## src/rtl/riscv_pkg.sv

```systemverilog
// rtl/riscv_pkg.sv - shared memory-access types and constants for the core data path
package riscv_pkg;

    localparam int DMEM_SIZE      = 256;
    localparam int DMEM_ARB_PORTS = 2;

    typedef enum logic [1:0] {
        MEM_BYTE = 2'b00,
        MEM_HALF = 2'b01,
        MEM_WORD = 2'b10
    } mem_size_e;

    typedef struct packed {
        logic        write;
        mem_size_e   size;
        logic        is_unsigned;
        logic [31:0] addr;
        logic [31:0] wdata;
    } dmem_req_t;

    typedef struct packed {
        logic [31:0] rdata;
        logic        err;
    } dmem_rsp_t;

endpackage

```

## src/rtl/dmem_arbiter_if.sv

```systemverilog
// rtl/dmem_arbiter_if.sv - per-port request/response bundle between requesters and the data-memory arbiter
interface dmem_arbiter_if #(
    parameter int NPORTS = riscv_pkg::DMEM_ARB_PORTS
);
    import riscv_pkg::*;

    logic [NPORTS-1:0] req_valid;
    logic [NPORTS-1:0] req_ready;
    logic [NPORTS-1:0] req_write;
    mem_size_e         req_size  [NPORTS];
    logic [NPORTS-1:0] req_unsigned;
    logic [31:0]       req_addr  [NPORTS];
    logic [31:0]       req_wdata [NPORTS];

    logic [NPORTS-1:0] rsp_valid;
    logic [NPORTS-1:0] rsp_ready;
    logic [31:0]       rsp_rdata [NPORTS];
    logic [NPORTS-1:0] rsp_err;

    modport master (
        output req_valid, req_write, req_size, req_unsigned, req_addr, req_wdata, rsp_ready,
        input  req_ready, rsp_valid, rsp_rdata, rsp_err
    );

    modport slave (
        input  req_valid, req_write, req_size, req_unsigned, req_addr, req_wdata, rsp_ready,
        output req_ready, rsp_valid, rsp_rdata, rsp_err
    );

endinterface

```

## src/rtl/dmem_arbiter_align_check.sv

```systemverilog
// rtl/dmem_arbiter_align_check.sv - combinational misalignment / out-of-range detector for one access
module dmem_align_check
    import riscv_pkg::*;
#(
    parameter int ADDR_LIMIT = DMEM_SIZE * 4
) (
    input  mem_size_e   size,
    input  logic [31:0] addr,
    output logic        err
);

    logic align_err;

    always_comb begin
        align_err = 1'b0;
        case (size)
            MEM_BYTE: align_err = 1'b0;
            MEM_HALF: align_err = addr[0];
            MEM_WORD: align_err = (addr[1:0] != 2'b00);
            default:  align_err = 1'b1;
        endcase
    end

    assign err = align_err || (addr >= 32'(ADDR_LIMIT));

endmodule

```

## src/rtl/dmem_arbiter.sv

```systemverilog
// rtl/dmem_arbiter.sv - two-port arbiter/sequencer in front of the single-port data memory
module dmem_arbiter
    import riscv_pkg::*;
#(
    parameter int NPORTS     = DMEM_ARB_PORTS,
    parameter int STARVE_MAX = 4,
    parameter int ADDR_LIMIT = DMEM_SIZE * 4
) (
    input  logic           clk,
    input  logic           rst,
    dmem_arbiter_if.slave  bus,
    output logic           mem_read,
    output logic           mem_write,
    output mem_size_e      mem_size,
    output logic           unsigned_load,
    output logic [31:0]    data_addr,
    output logic [31:0]    data_write_data,
    input  logic [31:0]    data_read_data
);

    localparam int CW = $clog2(STARVE_MAX + 1);

    logic [NPORTS-1:0] eligible;
    logic [NPORTS-1:0] grant;
    logic [CW-1:0]     starve_cnt;
    dmem_req_t         req [NPORTS];
    dmem_req_t         sel;
    logic              has_grant;
    logic              sel_err;

    for (genvar p = 0; p < NPORTS; p++) begin : g_in
        assign req[p] = '{write:       bus.req_write[p],
                          size:        bus.req_size[p],
                          is_unsigned: bus.req_unsigned[p],
                          addr:        bus.req_addr[p],
                          wdata:       bus.req_wdata[p]};
        // A port may issue while its own slot is free or is being drained this cycle.
        assign eligible[p] = bus.req_valid[p] && (!bus.rsp_valid[p] || bus.rsp_ready[p]);
    end

    always_comb begin
        grant = '0;
        if (eligible[0] && eligible[1]) begin
            grant = (starve_cnt == CW'(STARVE_MAX)) ? NPORTS'(2) : NPORTS'(1);
        end else begin
            grant = eligible;
        end
    end

    assign bus.req_ready = grant;
    assign has_grant     = |grant;
    assign sel           = grant[1] ? req[1] : req[0];

    dmem_align_check #(
        .ADDR_LIMIT(ADDR_LIMIT)
    ) u_align_check (
        .size (sel.size),
        .addr (sel.addr),
        .err  (sel_err)
    );

    // Reset gates the strobes so a grant coincident with reset never reaches memory.
    always_comb begin
        mem_read        = 1'b0;
        mem_write       = 1'b0;
        mem_size        = MEM_BYTE;
        unsigned_load   = 1'b0;
        data_addr       = '0;
        data_write_data = '0;
        if (has_grant) begin
            mem_read        = !sel.write && !sel_err && !rst;
            mem_write       = sel.write && !sel_err && !rst;
            mem_size        = sel.size;
            unsigned_load   = sel.is_unsigned;
            data_addr       = sel.addr;
            data_write_data = sel.wdata;
        end
    end

    always_ff @(posedge clk) begin
        if (rst) begin
            starve_cnt <= '0;
        end else if (grant[1] || !eligible[1]) begin
            starve_cnt <= '0;
        end else if (grant[0] && (starve_cnt != CW'(STARVE_MAX))) begin
            starve_cnt <= starve_cnt + 1'b1;
        end
    end

    for (genvar p = 0; p < NPORTS; p++) begin : g_rsp
        logic      valid_q;
        dmem_rsp_t rsp_q;

        always_ff @(posedge clk) begin
            if (rst) begin
                valid_q <= 1'b0;
                rsp_q   <= '0;
            end else if (grant[p]) begin
                valid_q     <= 1'b1;
                rsp_q.err   <= sel_err;
                rsp_q.rdata <= (!sel.write && !sel_err) ? data_read_data : '0;
            end else if (bus.rsp_ready[p]) begin
                valid_q <= 1'b0;
            end
        end

        assign bus.rsp_valid[p] = valid_q;
        assign bus.rsp_rdata[p] = rsp_q.rdata;
        assign bus.rsp_err[p]   = rsp_q.err;
    end

endmodule

```

## src/flat_wrapper.sv

```systemverilog
// flat-port wrapper written by rule: the top's interface ports become plain ports
module dmem_arbiter_flat import riscv_pkg::*;
#(
    parameter int NPORTS     = DMEM_ARB_PORTS,
    parameter int STARVE_MAX = 4,
    parameter int ADDR_LIMIT = DMEM_SIZE * 4
)
  (clk, rst, mem_read, mem_write, mem_size, unsigned_load, data_addr, data_write_data, data_read_data, bus_req_valid, bus_req_write, bus_req_size, bus_req_unsigned, bus_req_addr, bus_req_wdata, bus_rsp_ready, bus_req_ready, bus_rsp_valid, bus_rsp_rdata, bus_rsp_err);
  dmem_arbiter_if #(.NPORTS(NPORTS)) bus_i ();
  input  logic clk;
  input  logic rst;
  output logic mem_read;
  output logic mem_write;
  output mem_size_e mem_size;
  output logic unsigned_load;
  output logic [31:0] data_addr;
  output logic [31:0] data_write_data;
  input  logic [31:0] data_read_data;
  input wire logic [$bits(bus_i.req_valid)-1:0] bus_req_valid;
  input wire logic [$bits(bus_i.req_write)-1:0] bus_req_write;
  input wire logic [$bits(bus_i.req_size)-1:0] bus_req_size;
  input wire logic [$bits(bus_i.req_unsigned)-1:0] bus_req_unsigned;
  input wire logic [$bits(bus_i.req_addr)-1:0] bus_req_addr;
  input wire logic [$bits(bus_i.req_wdata)-1:0] bus_req_wdata;
  input wire logic [$bits(bus_i.rsp_ready)-1:0] bus_rsp_ready;
  output wire logic [$bits(bus_i.req_ready)-1:0] bus_req_ready;
  output wire logic [$bits(bus_i.rsp_valid)-1:0] bus_rsp_valid;
  output wire logic [$bits(bus_i.rsp_rdata)-1:0] bus_rsp_rdata;
  output wire logic [$bits(bus_i.rsp_err)-1:0] bus_rsp_err;
  assign bus_i.req_valid = bus_req_valid;
  assign bus_i.req_write = bus_req_write;
  assign bus_i.req_size = {>>{bus_req_size}};
  assign bus_i.req_unsigned = bus_req_unsigned;
  assign bus_i.req_addr = {>>{bus_req_addr}};
  assign bus_i.req_wdata = {>>{bus_req_wdata}};
  assign bus_i.rsp_ready = bus_rsp_ready;
  assign bus_req_ready = bus_i.req_ready;
  assign bus_rsp_valid = bus_i.rsp_valid;
  assign bus_rsp_rdata = {>>{bus_i.rsp_rdata}};
  assign bus_rsp_err = bus_i.rsp_err;
  dmem_arbiter #(.NPORTS(NPORTS), .STARVE_MAX(STARVE_MAX), .ADDR_LIMIT(ADDR_LIMIT)) u_core (.clk(clk), .rst(rst), .bus(bus_i), .mem_read(mem_read), .mem_write(mem_write), .mem_size(mem_size), .unsigned_load(unsigned_load), .data_addr(data_addr), .data_write_data(data_write_data), .data_read_data(data_read_data));
endmodule
```

## config.mk

```make
export PLATFORM = sky130hd
export DESIGN_NAME = dmem_arbiter_flat
export DESIGN_NICKNAME = d
export VERILOG_FILES = /design/src/rtl/riscv_pkg.sv /design/src/rtl/dmem_arbiter_if.sv /design/src/rtl/dmem_arbiter_align_check.sv /design/src/rtl/dmem_arbiter.sv /design/src/flat_wrapper.sv
export SDC_FILE = /design/constraint.sdc
export NUM_CORES = 1
export LEC_CHECK = 0
export CAP_MARGIN = 30
export CORE_ASPECT_RATIO = 0.75
export CORE_MARGIN = 3
export CORE_UTILIZATION = 32
export CTS_CLUSTER_DIAMETER = 30
export DETAILED_ROUTE_END_ITERATION = 6
export PLACE_DENSITY_LB_ADDON = 0.25
export SLEW_MARGIN = 40
export SYNTH_ARGS = -nofsm -noshare
export SYNTH_HDL_FRONTEND = slang
export SYNTH_HIERARCHICAL = 1
export SYNTH_SLANG_ARGS = --single-unit
```

## constraint.sdc

```tcl
create_clock -name clk -period 4 [get_ports clk]
set_input_delay 0.8 -clock clk [delete_from_list [all_inputs] [get_ports clk]]
set_output_delay 0.8 -clock clk [all_outputs]
set_load 0.1 [all_outputs]
```

; ---- Yosys cells after proc, flatten, opt, wreduce, memory -nomap -nowiden
; Cells that the tools add are included.
[word_totals]
in_bits = 174
elab_cells = 52
ff_bits = 71
[classes]
add_sub_neg = 1
mux = 15
magnitude_cmp = 1
n_eq_ne = 4
reduce_logical = 24
[op_table]
columns = operator, n
row1 = 32-bit two-way mux, 3
row2 = 68-bit two-way mux, 1
row3 = 32-bit by 11-bit >= comparator with 1-bit output (second input constant), 1
row4 = 1-bit logical AND, 8
row5 = 1-bit two-way mux, 7
row6 = 1-bit zero test, 6
row7 = 2-bit two-way mux, 3
row8 = 2-bit nonzero test, 3
row9 = 1-bit logical OR, 4
row10 = 2-bit OR reduction, 2
row11 = 3-bit by 1-bit adder with 3-bit output (second input constant), 1
row12 = 3-bit == test (second input constant), 1
row13 = 3-bit inequality test (second input constant), 1
row14 = 1-bit case mux with 3 select lines, 1
row15 = 2-bit by 1-bit == test with 1-bit output (second input constant), 1
row16 = 2-bit == test (second input constant), 1
row17 = 2-bit zero test, 1

; ---- Logic depth before layout (Yosys ltp)
[logic_depth]
word_depth = 13
ltp_mapped = 13

; ---- Cells and area by module
; The synthesis kept the hierarchy.
[by_module_without_submodules]
columns = mod, instances, cells_per_inst, area_each_um2
row1 = dmem_arbiter, 1, 463, 4304.1
row2 = dmem_align_check, 1, 10, 62.6

; ---- Worst setup path before layout
; No wires, ideal clock.
[synth_timing]
path_type = in2out
startpoint = input bus_rsp_ready[0]
endpoint = output mem_write
cell_stages = 10
arrival_ns = 4.141
setup_slack_ns = -0.941
path_cell_list = nor2b_1 > o311ai_4 > buf_2 > mux2_2 > nor4_1 > and4_1 > o2111ai_1 > nor2_1 > nand2_1 > o22ai_1
[synth_rtl]
columns = element, line_no
row1 = start: declaration, flat_wrapper.sv:25  ; input wire logic [$bits(bus_i.rsp_ready)-1:0] bus_rsp_ready;
row2 = end: declaration, flat_wrapper.sv:13  ; output logic mem_write;

==> results.rst <==
.. list-table::
   :header-rows: 1

   * - Metric
     - Value
   * - TritonCTS clock tree
     - done
   * - Pwr/cell area
     - between 300 and 400 nW/um2
   * - Data arrival time at the worst-slack endpoint
     - between 3 and 4 ns
   * - Path class of the lowest-slack min-delay path
     - flip-flop to flip-flop
   * - Vias post-DR
     - 4786
   * - Run status
     - finished, violations left
   * - Layout area overhead
     - 102%
   * - Die Outline Area
     - 14800 um2
   * - Die outline width
     - approximately 140 um
   * - Level count of the clock H-tree
     - 3
   * - Most frequent cells in the layout
     - clkdlybuf4s50_1 (168), buf_12 (74), buf_2 (70)
   * - Proportion of total power due to net switching
     - between 30% and 40%
   * - Final setup margin
     - -0.222 ns
   * - Router iterations before antenna repair
     - 4
   * - Vertical extent of the die
     - 106 um
   * - Worst ir drop on vdd
     - approximately 0.20 mV
   * - Routed wire length per instance
     - 20.6 um
   * - Routed wire length
     - 19500 um
   * - Average instance area after synthesis
     - 9.20 um2
   * - Root buffer cell
     - clkbuf_16
   * - Critical Path Source Type
     - flip-flop
   * - Ys Warns
     - 6
   * - Core Rows
     - 35
   * - Net Switching
     - 1.03 mW
   * - Nets@finish
     - 951
   * - Endpoint kind of the worst setup timing path
     - output pin
   * - Starting utilization of the core area
     - 33.8%
   * - Number of maximum-capacitance constraint violations
     - 0
   * - DPL Wire Length
     - 14900 um
   * - Wire length of the first global-routing pass
     - 30200 um
   * - Number of input and output port buffers inserted
     - 312
   * - Total core area
     - roughly 13000 um2
   * - Post-Syn Area
     - 4280 um2
   * - Number of primary I/O pins
     - approximately 310
   * - Total global routing overflow
     - 0
   * - Num CTS Buffers
     - 9
   * - Setup skew after layout
     - 0.00473 ns
   * - Final weighted congestion in routability-driven placement
     - 0.972
   * - Unrepaired setup endpoints after global routing
     - true
   * - Worst endpoint required time
     - between 3 and 4 ns
   * - Worst slew slack as a fraction of its limit
     - just under 60%
   * - Setup CP Type
     - flip-flop to output pin
   * - Proportion of power drawn by combinational gates
     - 46.3%
   * - Library cell contributing the largest single delay on the critical path
     - dfxtp_2
   * - CP max stage delay
     - about 0.34 ns
   * - Clk slew on worst S/H paths
     - 0.06 ns
   * - Layout fillers
     - slightly below 1000
   * - Fraction of power consumed by sequential logic
     - 26.2%
   * - Synth Instances
     - 465
   * - Clock buffer depth
     - 2
   * - Hold violation count in the final report
     - 0
   * - Skew-Pair Late Insertion Delay
     - ~0.33 ns
   * - 1st-iter DRT viols
     - 214
   * - Crit path time final
     - 4.22 ns
   * - Vias in the first global route
     - 5195
   * - Drt via density
     - 5.04
   * - Largest net degree at the start of global routing
     - 61
   * - Final instance count without filler cells
     - 949
   * - Layout cell share with drive strength beyond 1
     - between 30% and 40%
   * - Most common cell after layout, fill and taps aside
     - clkdlybuf4s50_1
   * - Lkg Pwr
     - 3.81 nW
   * - Final routed DRC violation total
     - 0
   * - Final setup violating endpoints
     - 2
   * - Internal Power
     - about 1.7 mW
   * - Power share of the clock group
     - 27.5%
   * - Crit path max fanout
     - 5
   * - Cells along the critical path
     - inv_2, ha_4, and2_4, o311ai_4, buf_6, buf_12, mux2_4, nor4_4, and4_4, o2111ai_4, buf_6, nor3_4, a22o_4, buf_12
   * - Violated checks
     - setup timing
   * - Hold buffer count at CTS
     - 0
   * - Fin. max-slew vios
     - 0
   * - Post-Route Hold Slack
     - approximately 0.47 ns
   * - Detail Route Antenna Nets
     - 0
   * - FMAX
     - 0.237 GHz
   * - Clk sinks
     - a little over 70
   * - Pin slew with the least headroom to its limit
     - 0.605 ns
   * - Cell family with the largest share of critical-path delay
     - simple AND/OR/NAND/NOR gates
   * - Final clock period utilization by the worst path
     - 106%
   * - Worst Path Buf+Inv
     - 5
   * - Synthesized netlist net count
     - between 600 and 700
   * - GR Util All Layers
     - about a quarter
   * - Post-placement cell count
     - just over 900
   * - Number of antenna violations at the first check in global routing
     - 1
[power groups by stage]
stage,Clock [mW],Combinational [mW],Sequential [mW]
5_1_grt,0.790,1.30,0.714
6_report,0.749,1.26,0.714
3_5_place_dp,0,1.21,0.728
4_1_cts,0.769,1.26,0.713
2_1_floorplan,0,0.665,0.742
3_3_place_gp,0,1.20,0.728
[registers in the layout (all words and copies together) (netlist names)]
register / flops
u_core/bus.rsp_err: 2
u_core/starve_cnt: 3
u_core/g_rsp.valid_q: 2
u_core/bus.rsp_rdata: 64
[layer usage]
layer  track usage [%]  wire length [um]  up-vias  share of wire (%)
li1                  -                 -     2265                  -
met1              31.6              8030     2317                 41
met5                 0                 0        -                  0
met2              46.5             10000      179                 51
met4              5.03               312        0                1.6
met3              6.12              1160       25                5.9
[tightest hold or removal path, stage by stage (launching register included)]
cell and delay, ns:
dfxtp_1 0.30, nand2b_1 0.06, mux2i_1 0.06
[per-stage QoR]
stage               util [%]  total power [mW]  TNS [ns]  setup WS, ns  instance area, um2
floorplan                  -              1.41         0       0.00115                4330
global placement        66.1              1.93     -8.06        -0.616                8370
detailed placement      63.4              1.94    -19.11        -0.763                8030
CTS                     68.0              2.74    -0.416        -0.220                8610
global route            68.1              2.80    -0.622        -0.315                8620
finish                  68.2              2.72    -0.401        -0.222                8630
[area by class of cell]
class	instances	area, um2	area share, %
antenna	3	7.51	0.0870
clock buffer	11	253	2.93
clock inverter	5	32.5	0.377
inverter	6	22.5	0.261
multi-input combinational	346	2870	33.2
sequential	71	1420	16.5
tap	166	208	2.41
timing repair buffer	341	3810	44.2
[repair_timing]
item	in CTS	in global routing
setup endpoints to repair	5	2
gates cloned	3	0
resized for setup	52	5
buffers inserted	5	0
pin swaps	12	7
endpoints found under the hold margin	0	0
[path summary, 6_finish.rpt]
check | start | endpoint | slack [ns] | depth (start not counted)
setup / recovery | u_core/starve_cnt[0] | mem_read | -0.22 | 14
hold / removal | u_core/bus.rsp_rdata[42] | u_core/bus.rsp_rdata[42] | 0.47 | 2
hold reg to reg | u_core/bus.rsp_rdata[42] | u_core/bus.rsp_rdata[42] | 0.47 | 2
setup reg to reg | u_core/starve_cnt[0] | u_core/bus.rsp_rdata[44] | 0.49 | 15
No activity file was read; power rests on OpenSTA's default activity.
